<file path="src/rtl/jt51_csr_ch_bank.sv">
// Per-channel register bank: CH-deep circular store of the 26-bit channel word,
// with queued addressed writes that merge when their slot comes round, and addressed readback.
module jt51_csr_ch_bank #(
    parameter int CH  = 8,
    parameter int CHW = 4
) (
    input  logic           clk,
    input  logic           rst,
    input  logic           cen,
    input  logic [7:0]     din,
    input  logic           wr_req,
    input  logic [CHW-1:0] wr_ch,
    input  logic [6:0]     wr_sel,
    output logic           busy,
    output logic           wr_ack,
    input  logic           rd_req,
    input  logic [CHW-1:0] rd_ch,
    output logic           rd_busy,
    output logic           rd_valid,
    output logic [25:0]    rd_data,
    output logic [CHW-1:0] slot,
    output logic [1:0]     rl,
    output logic [2:0]     fb,
    output logic [2:0]     con,
    output logic [6:0]     kc,
    output logic [5:0]     kf,
    output logic [1:0]     ams,
    output logic [2:0]     pms
);
    localparam logic [CHW:0]   CH_L = (CHW+1)'(CH);
    localparam logic [CHW-1:0] LAST = CHW'(CH - 1);

    logic [25:0]    mem_q [CH];
    logic [CHW-1:0] slot_q, slot_d;
    logic           wbusy_q, wack_q;
    logic [CHW-1:0] wch_q;
    logic [7:0]     wdin_q;
    logic [6:0]     wsel_q;
    logic           rbusy_q, rvld_q;
    logic [CHW-1:0] rch_q;
    logic [25:0]    rdata_q;
    logic [25:0]    cur, merged;
    logic           wr_hit, rd_hit, wr_in_range, rd_in_range;

    // Word layout {rl[25:24], fb[23:21], con[20:18], kc[17:11], kf[10:5], ams[4:3], pms[2:0]}
    function automatic logic [25:0] merge_word(input logic [25:0] w_in, input logic [7:0] d,
                                               input logic [6:0] sel);
        logic [25:0] w;
        w = w_in;
        if (sel[6]) w[25:24] = d[7:6];
        if (sel[5]) w[23:21] = d[5:3];
        if (sel[4]) w[20:18] = d[2:0];
        if (sel[3]) w[17:11] = d[6:0];
        if (sel[2]) w[10:5]  = d[7:2];
        if (sel[1]) w[4:3]   = d[1:0];
        if (sel[0]) w[2:0]   = d[6:4];
        return w;
    endfunction

    assign cur         = mem_q[0];
    assign wr_hit      = cen && wbusy_q && (wch_q == slot_q);
    assign rd_hit      = cen && rbusy_q && (rch_q == slot_q);
    assign merged      = wr_hit ? merge_word(cur, wdin_q, wsel_q) : cur;
    assign wr_in_range = ({1'b0, wr_ch} < CH_L);
    assign rd_in_range = ({1'b0, rd_ch} < CH_L);

    always_comb begin
        slot_d = slot_q;
        if (cen) slot_d = (slot_q == LAST) ? '0 : slot_q + 1'b1;
    end

    // Index 0 is the output stage; the merged word re-enters at the tail.
    always_ff @(posedge clk) begin
        if (rst) begin
            for (int i = 0; i < CH; i++) mem_q[i] <= '0;
            slot_q <= '0;
        end else if (cen) begin
            for (int i = 0; i < CH - 1; i++) mem_q[i] <= mem_q[i+1];
            mem_q[CH-1] <= merged;
            slot_q      <= slot_d;
        end
    end

    always_ff @(posedge clk) begin
        if (rst) begin
            wbusy_q <= 1'b0;
            wack_q  <= 1'b0;
        end else begin
            wack_q <= wr_hit;
            if (wr_hit) begin
                wbusy_q <= 1'b0;
            end else if (!wbusy_q && wr_req) begin
                if (wr_in_range) wbusy_q <= 1'b1;
                else             wack_q  <= 1'b1;
            end
        end
    end

    always_ff @(posedge clk) begin
        if (!wbusy_q && wr_req && wr_in_range) begin
            wch_q  <= wr_ch;
            wdin_q <= din;
            wsel_q <= wr_sel;
        end
    end

    always_ff @(posedge clk) begin
        if (rst) begin
            rbusy_q <= 1'b0;
            rvld_q  <= 1'b0;
            rch_q   <= '0;
            rdata_q <= '0;
        end else begin
            rvld_q <= rd_hit;
            if (rd_hit) begin
                rbusy_q <= 1'b0;
                rdata_q <= merged;
            end else if (!rbusy_q && rd_req) begin
                if (rd_in_range) begin
                    rbusy_q <= 1'b1;
                    rch_q   <= rd_ch;
                end else begin
                    rvld_q  <= 1'b1;
                    rdata_q <= '0;
                end
            end
        end
    end

    assign busy     = wbusy_q;
    assign wr_ack   = wack_q;
    assign rd_busy  = rbusy_q;
    assign rd_valid = rvld_q;
    assign rd_data  = rdata_q;
    assign slot     = slot_q;
    assign rl       = cur[25:24];
    assign fb       = cur[23:21];
    assign con      = cur[20:18];
    assign kc       = cur[17:11];
    assign kf       = cur[10:5];
    assign ams      = cur[4:3];
    assign pms      = cur[2:0];
endmodule

</file>
<file path="config.mk">
export PLATFORM = sky130hd
export DESIGN_NAME = jt51_csr_ch_bank
export DESIGN_NICKNAME = d
export VERILOG_FILES = /design/src/rtl/jt51_csr_ch_bank.sv
export SDC_FILE = /design/constraint.sdc
export NUM_CORES = 1
export LEC_CHECK = 0
export ABC_AREA = 1
export CAP_MARGIN = 25
export CORE_ASPECT_RATIO = 1.5
export CORE_MARGIN = 4
export CORE_UTILIZATION = 58
export DETAILED_ROUTE_END_ITERATION = 16
export GPL_TIMING_DRIVEN = 0
export HOLD_SLACK_MARGIN = 0.03
export PLACE_DENSITY = 0.79
export SETUP_SLACK_MARGIN = 0.4
export SLEW_MARGIN = 20
export SYNTH_ARGS = -nofsm -noshare
export SYNTH_HDL_FRONTEND = slang
export SYNTH_SLANG_ARGS = --single-unit
</file>
<file path="constraint.sdc">
create_clock -name clk -period 7.63 [get_ports clk]
set_clock_uncertainty 0.15 [all_clocks]
set_input_delay 1.526 -clock clk [delete_from_list [all_inputs] [get_ports clk]]
set_output_delay 1.526 -clock clk [all_outputs]
set_load 0.01 [all_outputs]
</file>
---- Yosys cells after proc, flatten, opt, wreduce, memory -nomap -nowiden ----
Memory sizes are Yosys's and may differ from the RTL's.
Cells that the tools add are included.
cells by class
  add/subtract/negate cells ............... 1
  $mul .................................... 0
  divide/modulo/power cells ............... 0
  $lt $le $gt $ge ......................... 2
  equal/unequal tests ..................... 4
  shift-type cells ........................ 0
  muxes and demuxes ....................... 31
  bitwise logic cells ..................... 9
  reduce and logical (&&, ||, !) cells .... 16
operators with widths
  operator             count
  $mux 26              12
  $mux 1               11
  $mux 3               3
  $eq 4x4->1           2
  $lt 4x4->1 const B   2
  $or 1x1->1           8
  $logic_and 1x1->1    7
  $mux 7               1
  $mux 6               1
  $reduce_and 2->1     3
  $add 4x1->4 const B  1
  $eq 4x3->1 const B   1
  $mux 2               2
  $mux 4               1
  $reduce_or 2->1      2
  $reduce_and 3->1     1
  $logic_not 1->1      2
  $ne 2x2->1 const B   1
  $reduce_bool 2->1    1
  $not 1->1            1
storage, ports and cells
  register bits ........................... 57
  latch bits .............................. 0
  bits in writable memories ............... 208
  memory bits (read-only) ................. 0
  bits of input ports ..................... 28
  output and inout port bits .............. 60
  logic and storage cells ................. 74
  memories kept ........................... 1
memory list
  name   words  bits a word  read ports  clocked after memory_dff  wr ports  RTL line  text
  mem_q  8      26           8           0                         8         33        logic [25:0] mem_q [CH];

---- Longest topological paths before layout ----
  depth after elaboration ................. 4
  depth in mapped cells ................... 10
  mapped depth without buffers ............ 9

---- Worst setup path before layout ----
No wires, ideal clock.
  kind .................................... input -> register
  from .................................... input port rst
  to ...................................... memory mem_q[0][0] (enable)
  setup time .............................. 1646 ps
  arrival ................................. 5278 ps
  data required time ...................... 5834 ps
  path slack .............................. 556 ps
  cell stages on the path ................. 3
  path buffers ............................ 1
  cells stage by stage .................... clkinv_1 -> clkbuf_1 -> nand2_1
RTL lines
  element      RTL line  text
  from (decl)  8         input logic rst,
  to (decl)    33

==> run_results.csv <==
group,metric,value,unit
routing,detail_route.first_pass.iterations,4,
synthesis,synth-async-reset-ratio,0,%
hold_path,hold_class,"register to register",
timing,fin_setup_tns,0,ns
routing,wl_per_cell,15.7,um
worst_setup_path,r2r_slack,5.77,ns
timing,fmaxAchievable,283,MHz
worst_setup_path,cp_cell_sequence,"clkdlybuf4s50_1 > clkinv_1 > clkbuf_1 > nand2_4 > buf_12 > buf_16",
global_route,grt_max_degree,55,
hold_path,hold_depth,2,
timing,relSlewSlack,53.9,%
worst_setup_path,required,7.67,ns
worst_setup_path,crit_buf_inv,5,
synthesis,synth_top_flop_cell,"edfxtp_1",
floorplanning,start_util,59.6,%
clocking,hold_buffers,0,
global_route,grt_remaining_overflow,0,
synthesis,synth_common_cells,"227 x edfxtp_1, 224 x inv_1, 186 x nor2_1, 111 x nand2_1, 40 x nand3_1",
hold_path,holdPathEnd,"rch_q[2]",
routing,antenna_left,0,
pwr,leakagePower,5.44,nW
clocking,post_cts_buffers,0,
pwr,power_density,239,nW/um2
routing,vias_per_cell,4.97,
worst_setup_path,cp.arrival,3.58,ns
floorplanning,coreArea,18700,um2
worst_setup_path,crit_start,"rst",
worst_setup_path,cp-start-kind,"input pin",
clocking,clock_latency,0.51,ns
job,drv_cap,0,
floorplanning,die_h,178,um
final_layout,layout.nets,1191,
floorplanning,rows,61,
pwr,ir_worst_vdd,0.189,mV
placement,pre_cts_ws,3.56,ns
global_route,grt_util_all_layers,21.6,%
worst_setup_path,end_kind,"register",
placement,port_buffers,87,
synthesis,synth_area,11100,um2
timing,setup-violations-final,0,
synthesis,synth_cells,1044,
global_route,antenna_found_initial,0,
synthesis,synth_edf_count,227,
worst_setup_path,critical_path.top_delay_family,"buffers and inverters",
synthesis,ys_top_cells_by_area,"edfxtp_1 61%, inv_1 7.5%, dfxtp_1 6.8%",
timing,finalCritPeriodShare,46.3,%
synthesis,seq_area_frac_synth,68.0,%
hold_path,worstHoldStart,"rch_q[2]",
worst_setup_path,crit_slowest_cell,"clkdlybuf4s50_1",
clocking,clk_pin_slew_worst_paths,0.06,ns
timing,finalCriticalPeriod,3.53,ns
final_layout,drive_gt1_share,12.0,%
floorplanning,pin_count,88,
clocking,clockBufferDepth,3,
final_layout,syn_to_final_growth,19.0,%
synthesis,synth_area_leader_cell,"edfxtp_1",
final_layout,finalNonFillerCells,1431,
timing,worst_slew_pin_slew,0.692,ns
clocking,numCtsBuffers,24,
floorplanning,die_w,121,um
synthesis,syn-mean-instance-area,10.7,um2
clocking,tritoncts,"done",
synthesis,synth_top_area_share,61.2,%
clocking,cts.sinks,265,
routing,vias,7108,
placement,dp_cells,1388,
routing,route.detailed.drc,0,
final_layout,n_fill_cell,1291,
synthesis,yosys.cell_types.count,28,
timing,finalWorstSetupSlack,4.10,ns
worst_setup_path,reg2reg_from,"slot[1]",
synthesis,yosysMostFrequentCell,"edfxtp_1",
synthesis,yosys_register_bits,265,
synthesis,synth_nets,1073,
timing,maxSlewViolCount,0,
worst_setup_path,critical_path.max_stage_delay,0.51,ns
final_layout,n_antenna_cell,0,
clocking,clockRootBuffer,"clkbuf_16",
clocking,postCtsResizedCells,0,
worst_setup_path,r2r_end,"mem_q[1][93]",
worst_setup_path,worstSetupPathType,"input pin to register",
worst_setup_path,reg2regPathDepth,6,
status,outcome,"complete, no violations",
routing,wl,22.4,mm
placement,place_congestion,0.882,
global_route,grt_pass1_wl,36.1,mm
worst_setup_path,cp_max_fo,52,
routing,drtIter0Drc,467,
global_route,grt_pass1_vias,7249,
timing,rsz0062_at_grt,"no",
placement,place_hpwl,15.5,mm
floorplanning,die-area,21500,um2
synthesis,synth-warning-count,0,
timing,hold_viol_final,0,
clocking,htreeDepth,1,
-- worst min-delay path: stages (launching register included) --
cell     delay [ns]
dfxtp_1        0.32
inv_1          0.05
a21oi_1        0.05
-- cells in the final DEF (no fill, tap or decap), types with 2 or more instances in the layout --
cell type	count
nor2_2	2
clkinv_2	4
o21ai_0	33
edfxtp_1	227
clkinv_1	5
nand3_4	2
dfxtp_1	38
clkdlybuf4s50_1	87
inv_2	3
a21oi_1	36
buf_12	4
nand2_1	110
inv_1	224
nand3_2	21
buf_16	2
clkbuf_1	18
nand3_1	40
clkbuf_16	25
buf_6	5
bufinv_16	4
nor2_1	185
nand2_2	15
buf_4	29
buf_2	19
nand4_1	27
o21ai_1	2
clkinvlp_4	2
-- final cells by class --
cell class                      count  area, um2  share of cell area, %
Sequential cell                   265       7580                   57.1
Multi-Input combinational cell    480       2260                   17.0
Timing Repair Buffer               92        977                   7.36
Inverter                          229        860                   6.48
Clock buffer                       28        637                   4.80
Buffer                             70        458                   3.45
Tap cell                          252        315                   2.38
Clock inverter                     15        184                   1.39
-- per-layer routing --
layer  global-route usage (%)  wire length [um]
met4                     9.77              1030
met5                        0                 0
met2                     39.2             11600
met1                     25.2              8490
met3                     3.32              1310
-- where the power goes --
| group | total, mW | internal, mW | switching, mW |
|---|---|---|---|
| logic | 0.217 | 0.0876 | 0.130 |
| registers | 1.70 | 1.66 | 0.0420 |
| clock network | 1.25 | 0.735 | 0.517 |
-- flip-flops by register name, indices dropped and copies added (netlist names) --
name and flops:
rd_valid 1, wr_ack 1, slot 4, wch_q 4, rd_busy 1, mem_q 208
rd_data 26, busy 1, rch_q 4, wdin_q 8, wsel_q 7
-- stage by stage --
| step | power (mW) | hold WS (ns) | utilization (%) | area (um2) |
|---|---|---|---|---|
| after floorplan | 1.86 | 0.287 | - | 11100 |
| after CTS | 3.18 | 0.316 | 71.0 | 13300 |
| after detailed placement | 1.95 | 0.304 | 66.6 | 12400 |
| after global routing | 3.28 | 0.332 | 71.0 | 13300 |
| final | 3.17 | 0.315 | 71.0 | 13300 |
| after global placement | 1.95 | 0.298 | 66.0 | 12300 |
-- kinds of logic (layout without fill, tap and decap cells) --
kind of cell | Yosys count | after routing | share of synthesized area [%]
xor gates and xnor gates | 1 | 1 | 0.0786
buffers and inverters | 299 | 434 | 11.8
DFF | 265 | 265 | 68.0
adders and majority gates | 1 | 1 | 0.112
and+or+nand+nor | 406 | 406 | 16.8
AOI/OAI and AO/OA | 72 | 72 | 3.26
-- worst max path at each step --
stage / end / cells after the start / slack, ns
after floorplan: mem_q[0][0] / 3 / 0.56
after global placement: mem_q[0][21] / 4 / -2.03
after detailed placement: mem_q[0][72] / 6 / 3.56
after CTS: mem_q[0][70] / 6 / 4.10
after global routing: mem_q[0][70] / 6 / 4.01
final: mem_q[0][70] / 6 / 4.10
(Power assumes the default switching activity.)
